File: src/rtl/rst_pkg.sv
// rst_pkg: shared types and helpers for the reset sequencer.
//   rst_seq_state_e : sequencer states (IDLE, HOLD, RELEASE)
//   MAX_CH          : widest channel mask the search helper accepts
//   next_ch()       : lowest set index of a mask at or above a start index
package rst_pkg;

  typedef enum logic [1:0] {
    IDLE    = 2'd0,
    HOLD    = 2'd1,
    RELEASE = 2'd2
  } rst_seq_state_e;

  localparam int MAX_CH = 32;

  // Returns the lowest index i >= from with mask[i] set, or MAX_CH if
  // there is none. Scanning downwards leaves the lowest hit in r.
  function automatic int next_ch(input logic [MAX_CH-1:0] mask, input int from);
    int r;
    r = MAX_CH;
    for (int i = MAX_CH - 1; i >= 0; i--) begin
      if (i >= from && mask[i]) r = i;
    end
    return r;
  endfunction

endpackage

File: src/rtl/rst_seq.sv
// rst_seq: clocked multi-channel reset sequencer.
// Holds the selected reset channels asserted for HOLD_CYCLES edges, then
// releases them either together or one every STAGGER_CYCLES in index order.
// Runs once at power-on and again for each accepted req.
// Ports:
//   clk        in   sequencer clock
//   rst_n      in   asynchronous active-low reset; restarts the power-on sequence
//   req        in   start a sequence (sampled only in IDLE)
//   ch_mask    in   channels to reset on req (latched with req)
//   stagger_en in   1 = staggered release, 0 = simultaneous (latched with req)
//   rst        out  reset outputs, asserted level per bit is ACTIVE_HIGH[i]
//   busy       out  sequence in progress
//   done       out  one-cycle pulse after the final release
module rst_seq
  import rst_pkg::*;
#(
  parameter int              NUM_CH         = 4,
  parameter logic [NUM_CH-1:0] ACTIVE_HIGH  = '1,
  parameter int              HOLD_CYCLES    = 16,
  parameter int              STAGGER_CYCLES = 4,
  parameter bit              POR_STAGGER    = 1'b1
) (
  input  logic              clk,
  input  logic              rst_n,
  input  logic              req,
  input  logic [NUM_CH-1:0] ch_mask,
  input  logic              stagger_en,
  output logic [NUM_CH-1:0] rst,
  output logic              busy,
  output logic              done
);

  localparam int CNT_MAX = (HOLD_CYCLES > STAGGER_CYCLES) ? HOLD_CYCLES : STAGGER_CYCLES;
  localparam int CNT_W   = $clog2(CNT_MAX + 1);
  localparam int IDX_W   = (NUM_CH > 1) ? $clog2(NUM_CH) : 1;

  localparam logic [CNT_W-1:0] HOLD_LAST = CNT_W'(HOLD_CYCLES - 1);
  localparam logic [CNT_W-1:0] STAG_LAST = CNT_W'(STAGGER_CYCLES - 1);

  if (NUM_CH < 1) begin : g_chk_num_ch
    $error("rst_seq: NUM_CH must be at least 1");
  end
  if (NUM_CH > MAX_CH) begin : g_chk_max_ch
    $error("rst_seq: NUM_CH exceeds MAX_CH");
  end
  if (HOLD_CYCLES < 1) begin : g_chk_hold
    $error("rst_seq: HOLD_CYCLES must be at least 1");
  end
  if (STAGGER_CYCLES < 1) begin : g_chk_stag
    $error("rst_seq: STAGGER_CYCLES must be at least 1");
  end

  rst_seq_state_e    r_state;
  logic [CNT_W-1:0]  r_cnt;
  logic [NUM_CH-1:0] r_mask;
  logic              r_stag;
  logic [IDX_W-1:0]  r_idx;
  logic              r_por;
  logic [NUM_CH-1:0] r_rst;
  logic              r_busy;
  logic              r_done;

  logic [MAX_CH-1:0] w_mask_ext;
  int                w_cur;
  int                w_nxt;
  logic              w_nxt_ok;
  logic [NUM_CH-1:0] w_rel;
  logic              w_tick;
  logic              w_last;
  logic [NUM_CH-1:0] w_rst_rel;

  // Release bookkeeping. In HOLD the channel being released is the first
  // masked one; in RELEASE it is the index found on the previous release.
  always_comb begin
    w_mask_ext = MAX_CH'(r_mask);
    w_cur      = (r_state == HOLD) ? next_ch(w_mask_ext, 0) : int'(r_idx);
    w_nxt      = next_ch(w_mask_ext, w_cur + 1);
    w_nxt_ok   = (w_nxt < NUM_CH);
    w_rel      = '0;
    for (int i = 0; i < NUM_CH; i++) begin
      if (r_stag) w_rel[i] = (i == w_cur);
      else        w_rel[i] = 1'b1;
    end
    // Drive released bits to their inactive level, keep the rest.
    w_rst_rel  = (r_rst & ~w_rel) | (~ACTIVE_HIGH & w_rel);
    w_last     = !r_stag || !w_nxt_ok;
    w_tick     = 1'b0;
    case (r_state)
      HOLD:    w_tick = !r_por && (r_cnt == HOLD_LAST);
      RELEASE: w_tick = (r_cnt == STAG_LAST);
      default: w_tick = 1'b0;
    endcase
  end

  always_ff @(posedge clk or negedge rst_n) begin
    if (!rst_n) begin
      r_state <= HOLD;
      r_cnt   <= '0;
      r_mask  <= '1;
      r_stag  <= POR_STAGGER;
      r_idx   <= '0;
      // The first edge after reset is the power-on edge 0, which plays the
      // role of the req-sampling edge and is not counted as a hold edge.
      r_por   <= 1'b1;
      r_rst   <= ACTIVE_HIGH;
      r_busy  <= 1'b1;
      r_done  <= 1'b0;
    end else begin
      r_done <= 1'b0;
      case (r_state)
        IDLE: begin
          if (req && (|ch_mask)) begin
            r_mask  <= ch_mask;
            r_stag  <= stagger_en;
            r_rst   <= ~ACTIVE_HIGH ^ ch_mask;
            r_busy  <= 1'b1;
            r_cnt   <= '0;
            r_state <= HOLD;
          end
        end
        HOLD, RELEASE: begin
          if (r_state == HOLD && r_por) begin
            r_por <= 1'b0;
          end else if (w_tick) begin
            r_rst <= w_rst_rel;
            r_cnt <= '0;
            if (w_last) begin
              r_state <= IDLE;
              r_busy  <= 1'b0;
              r_done  <= 1'b1;
            end else begin
              r_state <= RELEASE;
              r_idx   <= IDX_W'(w_nxt);
            end
          end else begin
            r_cnt <= r_cnt + 1'b1;
          end
        end
        default: begin
          r_state <= IDLE;
          r_busy  <= 1'b0;
        end
      endcase
    end
  end

  assign rst  = r_rst;
  assign busy = r_busy;
  assign done = r_done;

endmodule

File: config.mk
export PLATFORM = sky130hd
export DESIGN_NAME = rst_seq
export DESIGN_NICKNAME = d
export VERILOG_FILES = /design/src/rtl/rst_pkg.sv /design/src/rtl/rst_seq.sv
export SDC_FILE = /design/constraint.sdc
export NUM_CORES = 1
export LEC_CHECK = 0
export CAP_MARGIN = 0
export CORE_MARGIN = 2
export CORE_UTILIZATION = 57
export CTS_BUF_LIST = sky130_fd_sc_hd__clkbuf_4
export DETAILED_ROUTE_END_ITERATION = 10
export PLACE_DENSITY = 0.81
export SLEW_MARGIN = 0
export SYNTH_ARGS = -nofsm -noshare
export SYNTH_HDL_FRONTEND = slang
export SYNTH_SLANG_ARGS = --single-unit
export TNS_END_PERCENT = 100
File: constraint.sdc
create_clock -name clk -period 2.6 [get_ports clk]
set_input_delay 0.78 -clock clk [delete_from_list [all_inputs] [get_ports clk]]
set_output_delay 0.78 -clock clk [all_outputs]
set_load 0.02 [all_outputs]
==> impl_metrics.toml <==
[detailed_routing]
dr.pass1.iters = 4
wl_per_cell_um = 15.4
vias_per_cell = 5.97
vias = 997
ant_nets = 0
wl_um = 2580
drt_drc_violations_left = 0
first_iter_violations = 30

[logic_synthesis]
synthTopCellsByArea = "dfstp_2 (25%), dfrtp_1 (18%), mux2_1 (5.4%), ha_1 (5.0%), a221o_1 (3.2%)"
synthFlopType = "dfstp_2"
synth_top_area_cell = "dfstp_2"
synth_commonest_cells = "dfstp_2 (12), dfrtp_1 (9), inv_1 (7), nand2_1 (7), nand3_1 (7)"
async_reset_ff_share_pct = 100
syn_nets = 132
synthCells = 119
ys_seq_area_share_pct = 42.9
synthesis.area_um2 = 1260
synth_cell_types = 48
syn_area_per_cell_um2 = 10.6
synth_edf_count = 0
synth_seq_cells = 21
synth_most_common_cell = "dfstp_2"
synth_top_area_share_pct = 25.0
ys.warnings.count = 0

[placement]
hpwl_um = 2000
io_buffers = 13
place.gp.congestion = 0.799
post_dp_cell_area_um2 = 1450

[timing]
fin_crit_ns = 2.29
worst_pin_slew_ns = 0.499
setup_tns_ns = 0
finalHoldWorstSlack_ns = 0.528
slew_viol_final = 0
rsz0062_at_grt = "no"
worst_clock_skew_ns = 0.00729
fin_crit_sh_pct = 88.1
relSlewSlack_pct = 66.8
hold_viol = 0
fmaxAchievable_ghz = 0.437
setup_violations = 0

[cells_and_area]
drive_gt1_share_pct = 25.9
area_growth_pct = 17.1
final_cell_area_um2 = 1480
fin_nets = 153
diodes = 0

[pwr]
p_int_mw = 0.981
switching_share_pct = 41.0
power_frac_seq_pct = 38.7
pwr-share-clk_pct = 10.3
p_switching_mw = 0.682
comb_power_share_pct = 51.1
power_density_nw_per_um2 = 1130
ir_drop_mv = 0.747
leakage_nw = 0.623

[worst_hold_path]
worstHoldPathCells = 1
hold_path_end = "r_por"
hold_path.class = "register to register"
min_from = "r_por"

[worst_setup_path]
worstSetupPathType = "register to output port"
cp_top_family = "buffers and inverters"
worst-path-buf-inv = 1
reg2regPathDepth = 7
crit_path_end_kind = "output port"
crit_fanout = 3
cp_slowest_cell = "clkdlybuf4s50_1"
r2r_end = "r_cnt[3]"
crit_chain = "clkdlybuf4s50_1"
rrSetupSlack_ns = 0.42
crit_required_ns = 1.82
r2r-start = "r_state[0]"
slowest_delay_ns = 0.63
arrival_ns = 1.51
cp.depth = 1
cp-start-kind = "register"

[floorplanning]
chipHeight_um = 51.0
dieArea_um2 = 2600
ios = 14
die_width_um = 51.0
rows = 17
initial_core_util_pct = 58.6
coreArea_um2 = 2150

[clock_network]
cts_tree = "done"
cts.clk_slew.worst_paths_ns = 0.12
cts_root_buf = "clkbuf_4"
numCtsBuffers = 3
cts_setup_buffers = 0
clock_latency_ns = 0.30
cts_hold_buf = 0
cts.sink_count = 21
htreeDepth = 1
clockBufferDepth = 2
cts_resized = 0

[global_routing]
antenna_found_initial = 0
overflow = 0
track_usage_pct = 22.4
grt_pass1_vias = 976
grt_max_degree = 22
grt_pass1_wl_um = 4370

[run_status]
outcome = "finished clean"

[job]
cap_violations = 0
[state kept, by name, indices dropped and copies added (netlist names)]
register / cells
r_idx: 2
busy: 1
r_cnt: 5
r_state: 2
done: 1
r_mask: 4
r_por: 1
rst: 4
r_stag: 1
[placed cells by master, fill, tap and decap left out, types with 2 or more instances in the layout]
| cell type | n |
|---|---|
| and2_1 | 2 |
| buf_4 | 7 |
| nor2_1 | 4 |
| a221o_1 | 4 |
| xor2_1 | 2 |
| clkdlybuf4s50_1 | 13 |
| nand2_1 | 7 |
| mux2_1 | 6 |
| nor2b_1 | 2 |
| o2111a_1 | 2 |
| nand2b_1 | 3 |
| nand3b_1 | 2 |
| ha_1 | 5 |
| o21ai_1 | 2 |
| inv_1 | 7 |
| a21oi_1 | 6 |
| clkbuf_4 | 4 |
| dfstp_2 | 12 |
| nand3_1 | 7 |
| o21bai_1 | 2 |
| a31oi_1 | 2 |
| dfrtp_1 | 9 |
| o21ai_0 | 5 |
[metrics by stage]
stage | std cells | power (mW) | setup WS, ns | util [%]
after floorplan | 119 | 1.22 | 0.616 | -
after global placement | 163 | 1.46 | 0.149 | 67.3
after detailed placement | 163 | 1.49 | 0.0597 | 67.3
after CTS | 167 | 1.66 | 0.310 | 68.7
after global routing | 167 | 1.78 | 0.264 | 68.7
final | 167 | 1.66 | 0.309 | 68.7
[layout make-up]
| type | instances | area, um^2 |
|---|---|---|
| clock buffer | 4 | 30.0 |
| fill | 169 | 673 |
| inverter | 8 | 30.0 |
| multi-input combinational | 86 | 657 |
| sequential | 21 | 541 |
| tap | 28 | 35.0 |
| timing repair buffer | 20 | 183 |
[power by group through the flow]
stage / registers [mW] / logic (mW) / clock network, mW
global placement: 0.636 / 0.828 / 0
CTS: 0.640 / 0.850 / 0.170
floorplan: 0.645 / 0.579 / 0
finish: 0.643 / 0.850 / 0.171
global route: 0.663 / 0.929 / 0.187
detailed placement: 0.644 / 0.847 / 0
[cells by family (layout without fill, tap and decap cells)]
family	count (synthesis)	count (layout)	share of synthesized area, %
compound gates	35	35	22.5
xor+xnor	2	2	1.39
fa+ha+maj	5	5	4.97
buf+inv	12	32	4.97
flops	21	21	42.9
mux	7	7	6.16
simple gates	37	37	17.1
[per-layer routing]
layer / GRT usage (%) / up-vias / wire, um
met3: 4.09 / 6 / 137
met4: 9.01 / 0 / 46
met2: 36.6 / 36 / 1240
met5: 0 / - / 0
li1: - / 473 / -
met1: 29.3 / 482 / 1160
[worst max path at each step]
| stage | start | end | slack [ns] |
|---|---|---|---|
| after CTS | rst[1] | rst[1] | 0.31 |
| after floorplan | r_state[0] | busy | 0.62 |
| after global routing | rst[1] | rst[1] | 0.26 |
| after detailed placement | ch_mask[2] | r_mask[0] | 0.06 |
| final | rst[1] | rst[1] | 0.31 |
| after global placement | ch_mask[2] | r_cnt[3] | 0.15 |
Power figures use the tool's default switching activity.
